### src/rtl/invader_formation_ctrl_if.sv
`default_nettype none
// ============================================================================
// Module   : invader_formation_ctrl_if
// Brief    : Renderer/game-side bundle for the invader formation controller.
// Revision : 1.0
// ============================================================================
interface invader_formation_ctrl_if #(
    parameter int NUM_INVADERS = 10
);
    logic                          vblnk;
    logic                          start;
    logic                          bullet_valid;
    logic [11:0]                   bullet_x;
    logic [11:0]                   bullet_y;
    logic [NUM_INVADERS-1:0][11:0] invader_x_positions;
    logic [9:0]                    xpos;
    logic [9:0]                    ypos;
    logic [NUM_INVADERS-1:0]       invader_enable;
    logic                          bullet_hit;
    logic [3:0]                    hit_index;
    logic                          all_destroyed;
    logic                          invaded;

    modport master (
        output vblnk, start, bullet_valid, bullet_x, bullet_y, invader_x_positions,
        input  xpos, ypos, invader_enable, bullet_hit, hit_index, all_destroyed, invaded
    );

    modport slave (
        input  vblnk, start, bullet_valid, bullet_x, bullet_y, invader_x_positions,
        output xpos, ypos, invader_enable, bullet_hit, hit_index, all_destroyed, invaded
    );
endinterface
`default_nettype wire

### src/rtl/invader_formation_ctrl.sv
`default_nettype none
// ============================================================================
// Module   : invader_formation_ctrl
// Brief    : Steps an invader row across/down the screen, resolves bullet hits.
// Revision : 1.0
// ============================================================================
module invader_formation_ctrl #(
    parameter int NUM_INVADERS    = 10,
    parameter int INVADER_WIDTH   = 64,
    parameter int INVADER_HEIGHT  = 48,
    parameter int Y_INIT          = 100,
    parameter int X_RANGE         = 100,
    parameter int STEP_X          = 4,
    parameter int STEP_Y          = 16,
    parameter int Y_LIMIT         = 400,
    parameter int FRAMES_PER_STEP = 30
) (
    input  logic                    clk65MHz,
    input  logic                    rst_n,
    invader_formation_ctrl_if.slave bus
);
    localparam int c_CNT_W = $clog2(FRAMES_PER_STEP + 1);

    localparam logic [2:0] c_IDLE       = 3'd0;
    localparam logic [2:0] c_MOVE_RIGHT = 3'd1;
    localparam logic [2:0] c_MOVE_LEFT  = 3'd2;
    localparam logic [2:0] c_DESCEND    = 3'd3;
    localparam logic [2:0] c_CLEARED    = 3'd4;
    localparam logic [2:0] c_INVADED    = 3'd5;

    logic [2:0]              r_state, w_state_nxt;
    logic                    r_vblnk_d;
    logic [c_CNT_W-1:0]      r_frame_cnt, w_frame_cnt_nxt;
    logic                    r_from_right, w_from_right_nxt;
    logic [9:0]              r_xpos, w_xpos_nxt;
    logic [9:0]              r_ypos, w_ypos_nxt;
    logic [NUM_INVADERS-1:0] r_enable, w_enable_nxt;
    logic                    r_bullet_hit, w_bullet_hit_nxt;
    logic [3:0]              r_hit_index, w_hit_index_nxt;
    logic                    r_all_destroyed, w_all_destroyed_nxt;
    logic                    r_invaded, w_invaded_nxt;

    logic                    w_tick;
    logic                    w_active;
    logic                    w_step;
    logic [c_CNT_W-1:0]      w_destroyed;
    logic [c_CNT_W-1:0]      w_threshold;
    logic [10:0]             w_x_right;
    logic [10:0]             w_y_down;
    logic [12:0]             w_bx, w_by;
    logic [12:0]             w_row_top, w_row_bot;
    logic                    w_y_in;
    logic [NUM_INVADERS-1:0] w_hit_vec;
    logic [NUM_INVADERS-1:0] w_hit_mask;
    logic [3:0]              w_hit_sel;
    logic                    w_any_hit;
    logic [NUM_INVADERS-1:0] w_enable_after_hit;

    assign w_tick   = bus.vblnk & ~r_vblnk_d;
    assign w_active = (r_state == c_MOVE_RIGHT) || (r_state == c_MOVE_LEFT) ||
                      (r_state == c_DESCEND);

    // Each kill shortens the step period by one frame.
    always_comb begin
        w_destroyed = '0;
        for (int i = 0; i < NUM_INVADERS; i++) begin
            w_destroyed = w_destroyed + {{(c_CNT_W-1){1'b0}}, ~r_enable[i]};
        end
    end

    assign w_threshold = c_CNT_W'(FRAMES_PER_STEP - 1) - w_destroyed;
    assign w_step      = w_tick && w_active && (r_frame_cnt >= w_threshold);

    assign w_x_right = {1'b0, r_xpos} + 11'(STEP_X);
    assign w_y_down  = {1'b0, r_ypos} + 11'(STEP_Y);

    // Widened to 13 bits so box edges near 4095 never wrap.
    assign w_bx      = {1'b0, bus.bullet_x};
    assign w_by      = {1'b0, bus.bullet_y};
    assign w_row_top = 13'(Y_INIT) + {3'b000, r_ypos};
    assign w_row_bot = w_row_top + 13'(INVADER_HEIGHT);
    assign w_y_in    = (w_by >= w_row_top) && (w_by < w_row_bot);

    generate
        for (genvar gi = 0; gi < NUM_INVADERS; gi++) begin : g_hit
            logic [12:0] w_left;
            logic [12:0] w_right;
            assign w_left        = {1'b0, bus.invader_x_positions[gi]};
            assign w_right       = w_left + 13'(INVADER_WIDTH);
            assign w_hit_vec[gi] = r_enable[gi] && w_y_in &&
                                   (w_bx >= w_left) && (w_bx < w_right);
        end
    endgenerate

    always_comb begin
        w_hit_sel  = '0;
        w_hit_mask = '0;
        for (int i = NUM_INVADERS - 1; i >= 0; i--) begin
            if (w_hit_vec[i]) begin
                w_hit_sel     = 4'(i);
                w_hit_mask    = '0;
                w_hit_mask[i] = 1'b1;
            end
        end
    end

    assign w_any_hit          = |w_hit_vec;
    assign w_enable_after_hit = r_enable & ~w_hit_mask;

    always_comb begin
        w_state_nxt         = r_state;
        w_frame_cnt_nxt     = r_frame_cnt;
        w_from_right_nxt    = r_from_right;
        w_xpos_nxt          = r_xpos;
        w_ypos_nxt          = r_ypos;
        w_enable_nxt        = r_enable;
        w_bullet_hit_nxt    = 1'b0;
        w_hit_index_nxt     = r_hit_index;
        w_all_destroyed_nxt = r_all_destroyed;
        w_invaded_nxt       = r_invaded;

        case (r_state)
            c_IDLE: begin
                if (bus.start) begin
                    w_state_nxt     = c_MOVE_RIGHT;
                    w_frame_cnt_nxt = '0;
                end
            end

            c_CLEARED, c_INVADED: begin
                if (bus.start) begin
                    w_state_nxt         = c_MOVE_RIGHT;
                    w_frame_cnt_nxt     = '0;
                    w_from_right_nxt    = 1'b0;
                    w_xpos_nxt          = '0;
                    w_ypos_nxt          = '0;
                    w_enable_nxt        = '1;
                    w_all_destroyed_nxt = 1'b0;
                    w_invaded_nxt       = 1'b0;
                end
            end

            c_MOVE_RIGHT, c_MOVE_LEFT, c_DESCEND: begin
                if (w_tick) begin
                    w_frame_cnt_nxt = w_step ? '0 : r_frame_cnt + 1'b1;
                end

                if (w_step) begin
                    case (r_state)
                        c_MOVE_RIGHT: begin
                            if (w_x_right > 11'(X_RANGE)) begin
                                w_state_nxt      = c_DESCEND;
                                w_from_right_nxt = 1'b1;
                            end else begin
                                w_xpos_nxt = w_x_right[9:0];
                            end
                        end
                        c_MOVE_LEFT: begin
                            if (r_xpos < 10'(STEP_X)) begin
                                w_state_nxt      = c_DESCEND;
                                w_from_right_nxt = 1'b0;
                            end else begin
                                w_xpos_nxt = r_xpos - 10'(STEP_X);
                            end
                        end
                        default: begin
                            w_ypos_nxt = w_y_down[9:0];
                            if (w_y_down >= 11'(Y_LIMIT)) begin
                                w_state_nxt   = c_INVADED;
                                w_invaded_nxt = 1'b1;
                            end else begin
                                w_state_nxt = r_from_right ? c_MOVE_LEFT : c_MOVE_RIGHT;
                            end
                        end
                    endcase
                end

                // Clearing the last invader wins over any step on the same edge.
                if (bus.bullet_valid && w_any_hit) begin
                    w_bullet_hit_nxt = 1'b1;
                    w_hit_index_nxt  = w_hit_sel;
                    w_enable_nxt     = w_enable_after_hit;
                    if (w_enable_after_hit == '0) begin
                        w_state_nxt         = c_CLEARED;
                        w_all_destroyed_nxt = 1'b1;
                        w_xpos_nxt          = r_xpos;
                        w_ypos_nxt          = r_ypos;
                        w_invaded_nxt       = r_invaded;
                    end
                end
            end

            default: begin
                w_state_nxt = c_IDLE;
            end
        endcase
    end

    always_ff @(posedge clk65MHz or negedge rst_n) begin
        if (!rst_n) begin
            r_state         <= c_IDLE;
            r_vblnk_d       <= 1'b0;
            r_frame_cnt     <= '0;
            r_from_right    <= 1'b0;
            r_xpos          <= '0;
            r_ypos          <= '0;
            r_enable        <= '1;
            r_bullet_hit    <= 1'b0;
            r_hit_index     <= '0;
            r_all_destroyed <= 1'b0;
            r_invaded       <= 1'b0;
        end else begin
            r_state         <= w_state_nxt;
            r_vblnk_d       <= bus.vblnk;
            r_frame_cnt     <= w_frame_cnt_nxt;
            r_from_right    <= w_from_right_nxt;
            r_xpos          <= w_xpos_nxt;
            r_ypos          <= w_ypos_nxt;
            r_enable        <= w_enable_nxt;
            r_bullet_hit    <= w_bullet_hit_nxt;
            r_hit_index     <= w_hit_index_nxt;
            r_all_destroyed <= w_all_destroyed_nxt;
            r_invaded       <= w_invaded_nxt;
        end
    end

    assign bus.xpos           = r_xpos;
    assign bus.ypos           = r_ypos;
    assign bus.invader_enable = r_enable;
    assign bus.bullet_hit     = r_bullet_hit;
    assign bus.hit_index      = r_hit_index;
    assign bus.all_destroyed  = r_all_destroyed;
    assign bus.invaded        = r_invaded;
endmodule
`default_nettype wire

### src/flat_wrapper.sv
// flat-port wrapper written by rule: the top's interface ports become plain ports
module invader_formation_ctrl_flat 
#(
    parameter int NUM_INVADERS    = 10,
    parameter int INVADER_WIDTH   = 64,
    parameter int INVADER_HEIGHT  = 48,
    parameter int Y_INIT          = 100,
    parameter int X_RANGE         = 100,
    parameter int STEP_X          = 4,
    parameter int STEP_Y          = 16,
    parameter int Y_LIMIT         = 400,
    parameter int FRAMES_PER_STEP = 30
)
  (clk65MHz, rst_n, bus_vblnk, bus_start, bus_bullet_valid, bus_bullet_x, bus_bullet_y, bus_invader_x_positions, bus_xpos, bus_ypos, bus_invader_enable, bus_bullet_hit, bus_hit_index, bus_all_destroyed, bus_invaded);
  invader_formation_ctrl_if #(.NUM_INVADERS(NUM_INVADERS)) bus_i ();
  input  logic clk65MHz;
  input  logic rst_n;
  input wire logic [$bits(bus_i.vblnk)-1:0] bus_vblnk;
  input wire logic [$bits(bus_i.start)-1:0] bus_start;
  input wire logic [$bits(bus_i.bullet_valid)-1:0] bus_bullet_valid;
  input wire logic [$bits(bus_i.bullet_x)-1:0] bus_bullet_x;
  input wire logic [$bits(bus_i.bullet_y)-1:0] bus_bullet_y;
  input wire logic [$bits(bus_i.invader_x_positions)-1:0] bus_invader_x_positions;
  output wire logic [$bits(bus_i.xpos)-1:0] bus_xpos;
  output wire logic [$bits(bus_i.ypos)-1:0] bus_ypos;
  output wire logic [$bits(bus_i.invader_enable)-1:0] bus_invader_enable;
  output wire logic [$bits(bus_i.bullet_hit)-1:0] bus_bullet_hit;
  output wire logic [$bits(bus_i.hit_index)-1:0] bus_hit_index;
  output wire logic [$bits(bus_i.all_destroyed)-1:0] bus_all_destroyed;
  output wire logic [$bits(bus_i.invaded)-1:0] bus_invaded;
  assign bus_i.vblnk = bus_vblnk;
  assign bus_i.start = bus_start;
  assign bus_i.bullet_valid = bus_bullet_valid;
  assign bus_i.bullet_x = bus_bullet_x;
  assign bus_i.bullet_y = bus_bullet_y;
  assign bus_i.invader_x_positions = bus_invader_x_positions;
  assign bus_xpos = bus_i.xpos;
  assign bus_ypos = bus_i.ypos;
  assign bus_invader_enable = bus_i.invader_enable;
  assign bus_bullet_hit = bus_i.bullet_hit;
  assign bus_hit_index = bus_i.hit_index;
  assign bus_all_destroyed = bus_i.all_destroyed;
  assign bus_invaded = bus_i.invaded;
  invader_formation_ctrl #(.NUM_INVADERS(NUM_INVADERS), .INVADER_WIDTH(INVADER_WIDTH), .INVADER_HEIGHT(INVADER_HEIGHT), .Y_INIT(Y_INIT), .X_RANGE(X_RANGE), .STEP_X(STEP_X), .STEP_Y(STEP_Y), .Y_LIMIT(Y_LIMIT), .FRAMES_PER_STEP(FRAMES_PER_STEP)) u_core (.clk65MHz(clk65MHz), .rst_n(rst_n), .bus(bus_i));
endmodule
### config.mk
export PLATFORM = sky130hd
export DESIGN_NAME = invader_formation_ctrl_flat
export DESIGN_NICKNAME = d
export VERILOG_FILES = /design/src/rtl/invader_formation_ctrl_if.sv /design/src/rtl/invader_formation_ctrl.sv /design/src/flat_wrapper.sv
export SDC_FILE = /design/constraint.sdc
export NUM_CORES = 1
export LEC_CHECK = 0
export ABC_AREA = 1
export BUFFER_PORTS_ARGS = -buffer_cell sky130_fd_sc_hd__buf_2
export CORE_MARGIN = 3
export CORE_UTILIZATION = 40
export CTS_CLUSTER_DIAMETER = 80
export DETAILED_ROUTE_END_ITERATION = 7
export GPL_TIMING_DRIVEN = 0
export SYNTH_ARGS = -nofsm -noshare
export SYNTH_HDL_FRONTEND = slang
export SYNTH_SLANG_ARGS = --single-unit
### constraint.sdc
create_clock -name clk65MHz -period 14.3 [get_ports clk65MHz]
set_input_delay 0 -clock clk65MHz [delete_from_list [all_inputs] [get_ports clk65MHz]]
set_output_delay 0 -clock clk65MHz [all_outputs]
set_load 0.02 [all_outputs]
==> out/metrics.cfg <==
[synth]
cell_variety_after_synth = 49
synth-edff-count = 0
most_area_consuming_cells_after_synthesis = sky130_fd_sc_hd__ha_1 31%, sky130_fd_sc_hd__nand2_1 10%, sky130_fd_sc_hd__inv_1 9.6%
biggest_area_consumer_among_synthesized_cells = sky130_fd_sc_hd__ha_1
synth-async-reset-ratio_pct = 100
postSynthAreaPerCell_sq_um = 6.79
yosys_most_used_dff = sky130_fd_sc_hd__dfrtp_1
postSynthRegisterBits = 41
share_of_yosys_cell_area_claimed_by_the_top_area_cell_type_pct = 30.9
post_syn_area_sq_um = 8990
postSynthCellCount = 1325
synth_warnings = 0
synth.yosys.seq_area_share_pct = 11.5

[timing]
setup_violations = 0
final_cycle_share_pct = 38.2
grt_setup_unrepaired = false
number_of_max_slew_violations_in_the_final_report = 0
crit_path_time_final_ns = 5.46
timing.fmax_ghz = 0.183
setup_total_negative_slack_ns = 0
slew-limit-headroom_pct = 36.2
final.setup_skew_ns = 0.00651
timing.final.hold_violations = 0
tightest_slew_ns = 0.957

[drt]
wl_um = 25000
drcViolationCount = 0
drt-wirelength-per-cell_um = 13.9
first_pass_iters = 5
route.detailed.vias_per_inst = 5.07
detailroute.via_count = 9116
initialDrtViolationCount = 438
final_antenna_net_count = 0

[floorplan]
starting_utilization_of_the_core_area_pct = 41.0
floorplan.rows = 54
core_sq_um = 22000
fp.dieArea_sq_um = 24300
die_height_um = 156
width_of_the_die_um = 156
design.portCount = 186

[setup_path]
critPathMaxStageDelay_ns = 0.61
critPathLaunchType = register
worstPathArrival_ns = 5.62
ff2ff_path_depth = 24
worst_reg_to_reg_setup_slack_ns = 8.84
critical_path.max_fanout = 9
setup.worst_path.end_class = register
worst_ep_required_time_ns = 14.47
criticalPathCategory = reg2reg
critical-path-top-delay-family = adder cells
worstPathCellList = inv_1, ha_1, inv_1, fa_1, inv_1, fa_1, fa_1, ha_1, inv_1, fa_1, inv_1, ha_1, o21a_1, o21ai_0, nand2_1, a21oi_1, nor2_1, nor2_1, a21oi_1, o211a_1, buf_1, nand3_1, nand2_1, nand2_1
critical_path.n_buffers_inverters = 6
regToRegStartpoint = u_core.bus.invader_enable[1]
crit-reg2reg-capture = u_core.bus.xpos[8]
critical_path.most_common_cell = sky130_fd_sc_hd__inv_1
worst_path_max_delay_cell = sky130_fd_sc_hd__dfstp_2

[min_path]
hold-path-cell-count = 3
min_to = u_core.bus.bullet_hit
worst_min_path_start = bus_bullet_valid
worstHoldPathType = in2reg

[cts]
clk-insertion-delay-late_ns = 0.28
clkSlewWorstSetupHoldPaths_ns = 0.06
cts_tree = built
clock_root_buffer = sky130_fd_sc_hd__clkbuf_16
post_cts.resized_instances = 0
cts_htree_levels = 2
clkSinkCount = 41
clock_tree.buffer_depth = 2
cts_buffers = 5

[global_route]
grt_pass1_wl_um = 41300
grt.overflow.total = 0
globalRouteTotalUtil_pct = 20.4
first_global_vias = 8794
grt_antenna_before_repair = 2
maximum_number_of_pins_on_one_net_before_global_route_repair = 42

[place]
finalWeightedCongestion = 0.915
port_buffers = 178
dpl.hpwl_um = 20800

[pwr]
vdd_ir_drop_max_uv = 43.8
p_leak_nw = 5.94
power_density_nw_per_um2 = 56.7

[layout]
area_delta_synth_final_pct = 15.9
nFillCells = 2285
postLayoutCoreUtil_pct = 47.5
post_route_cells_drive_above_1_share_pct = 15.2
number_of_nets_in_the_finished_design = 1894

[job]
maxcap_violations = 0

[status]
run_status = completed

cell type report:
class / instances / area (sq um) / area share [%]
Antenna cell: 1 / 2.50 / 0.0240
Buffer: 16 / 109 / 1.04
Clock buffer: 6 / 139 / 1.33
Clock inverter: 2 / 8.76 / 0.0840
Inverter: 234 / 878 / 8.43
Multi-Input combinational cell: 1039 / 6990 / 67.0
Sequential cell: 41 / 1040 / 9.96
Tap cell: 280 / 350 / 3.36
Timing Repair Buffer: 180 / 911 / 8.74
cells in the mapped netlist (2+ instances only):
library cell / instances
sky130_fd_sc_hd__nand2_1: 241
sky130_fd_sc_hd__inv_1: 230
sky130_fd_sc_hd__ha_1: 222
sky130_fd_sc_hd__nor2_1: 128
sky130_fd_sc_hd__a21oi_1: 98
sky130_fd_sc_hd__nand3_1: 62
sky130_fd_sc_hd__nand4_1: 61
sky130_fd_sc_hd__o21ai_0: 43
sky130_fd_sc_hd__xor2_1: 39
sky130_fd_sc_hd__dfrtp_1: 31
sky130_fd_sc_hd__nor3_1: 28
sky130_fd_sc_hd__a31oi_1: 14
sky130_fd_sc_hd__xnor2_1: 13
sky130_fd_sc_hd__dfstp_2: 10
sky130_fd_sc_hd__o211ai_1: 10
sky130_fd_sc_hd__a211oi_1: 9
sky130_fd_sc_hd__o21a_1: 8
sky130_fd_sc_hd__buf_4: 6
sky130_fd_sc_hd__fa_1: 6
sky130_fd_sc_hd__nand2_2: 6
sky130_fd_sc_hd__o31ai_1: 6
sky130_fd_sc_hd__inv_2: 4
sky130_fd_sc_hd__nor2_2: 4
sky130_fd_sc_hd__buf_2: 3
sky130_fd_sc_hd__buf_6: 3
sky130_fd_sc_hd__clkbuf_1: 3
sky130_fd_sc_hd__nor3b_1: 3
sky130_fd_sc_hd__o21ai_1: 3
sky130_fd_sc_hd__o21bai_1: 3
sky130_fd_sc_hd__a211o_1: 2
sky130_fd_sc_hd__a21boi_0: 2
sky130_fd_sc_hd__a21o_1: 2
sky130_fd_sc_hd__conb_1: 2
sky130_fd_sc_hd__nand3_2: 2
sky130_fd_sc_hd__nand4_2: 2
sky130_fd_sc_hd__nor2_4: 2
sky130_fd_sc_hd__o31a_1: 2
worst reg2reg max path: cells and delay by family (launching register included):
kind	cells	cell delay (ns)
AOI/OAI and AO/OA	5	0.65
adders and majority gates	7	2.53
DFF	1	0.61
buffers and inverters	6	0.66
and+or+nand+nor	6	0.90
through the flow:
step | instances | setup slack [ns] | instance area, sq um | total power, W | hold WS (ns)
floorplan | 1330 | 9.49 | 9010 | 0.000377 | -0.296
global placement | 1788 | 8.96 | 10300 | 0.000474 | 0.122
detailed placement | 1788 | 8.88 | 10300 | 0.000480 | 0.123
CTS | 1798 | 8.86 | 10400 | 0.000595 | 0.0633
global route | 1799 | 8.37 | 10400 | 0.000659 | 0.0717
finish | 1799 | 8.84 | 10400 | 0.000591 | 0.0618
metal layers:
metal	wire, um	vias up	share of wire [%]	global-route usage [%]
met1	11800	4020	47	27.8
met5	7	-	0.028	0
met2	11200	231	45	34.5
li1	-	4833	-	-
met3	1430	30	5.7	2.86
met4	499	2	2.0	4.46
where the power goes:
part	leakage, nW	internal [W]	switching [W]	total [W]
logic	5.36	0.000132	0.000202	0.000334
clock network	0.0743	0.0000685	0.0000429	0.000111
registers	0.509	0.000130	0.0000155	0.000146
total	5.94	0.000331	0.000261	0.000591
sequential cells by signal, summed over array words and instances, names as in the netlist:
signal	flops
u_core.bus.all_destroyed	1
u_core.bus.bullet_hit	1
u_core.bus.hit_index	4
u_core.bus.invaded	1
u_core.bus.invader_enable	10
u_core.bus.xpos	8
u_core.bus.ypos	6
u_core.r_frame_cnt	5
u_core.r_from_right	1
u_core.r_state	3
u_core.r_vblnk_d	1
kinds of logic after synthesis:
| group | count (synthesis) | share of synthesized area (%) |
|---|---|---|
| AOI/OAI and AO/OA | 207 | 13.3 |
| xor gates and xnor gates | 52 | 5.06 |
| adders and majority gates | 228 | 32.2 |
| buffers and inverters | 250 | 11.0 |
| DFF | 41 | 11.5 |
| other | 2 | 0.0835 |
| and+or+nand+nor | 545 | 26.8 |
placed cells by master, fill, tap and decap left out, drive strengths merged, types with 29 or more instances in the layout:
cell type  instances
nor2             134
nor3              29
a21oi             99
dfrtp             31
o21ai             46
buf              191
nand4             63
nand2            247
xor2              39
nand3             64
ha               222
inv              234
worst max path at each step:
stage	start	to	slack (ns)	cells after the start
floorplan	u_core.bus.invader_enable[0]	u_core.bus.xpos[2]	9.49	24
finish	u_core.bus.invader_enable[1]	u_core.bus.xpos[8]	8.84	24
detailed placement	u_core.bus.invader_enable[1]	u_core.bus.xpos[9]	8.88	24
CTS	u_core.bus.invader_enable[1]	u_core.bus.xpos[8]	8.86	24
global placement	u_core.bus.invader_enable[1]	u_core.bus.xpos[9]	8.96	24
global route	u_core.bus.invader_enable[1]	u_core.bus.xpos[7]	8.37	24
timing repair:
item                                    in CTS  in global routing
hold buffers                                 2                  0
endpoints found under the hold margin       32                  0
endpoints found under the setup margin       0                  0
buffers inserted                             0                  0
No activity file was read; power rests on OpenSTA's default activity.
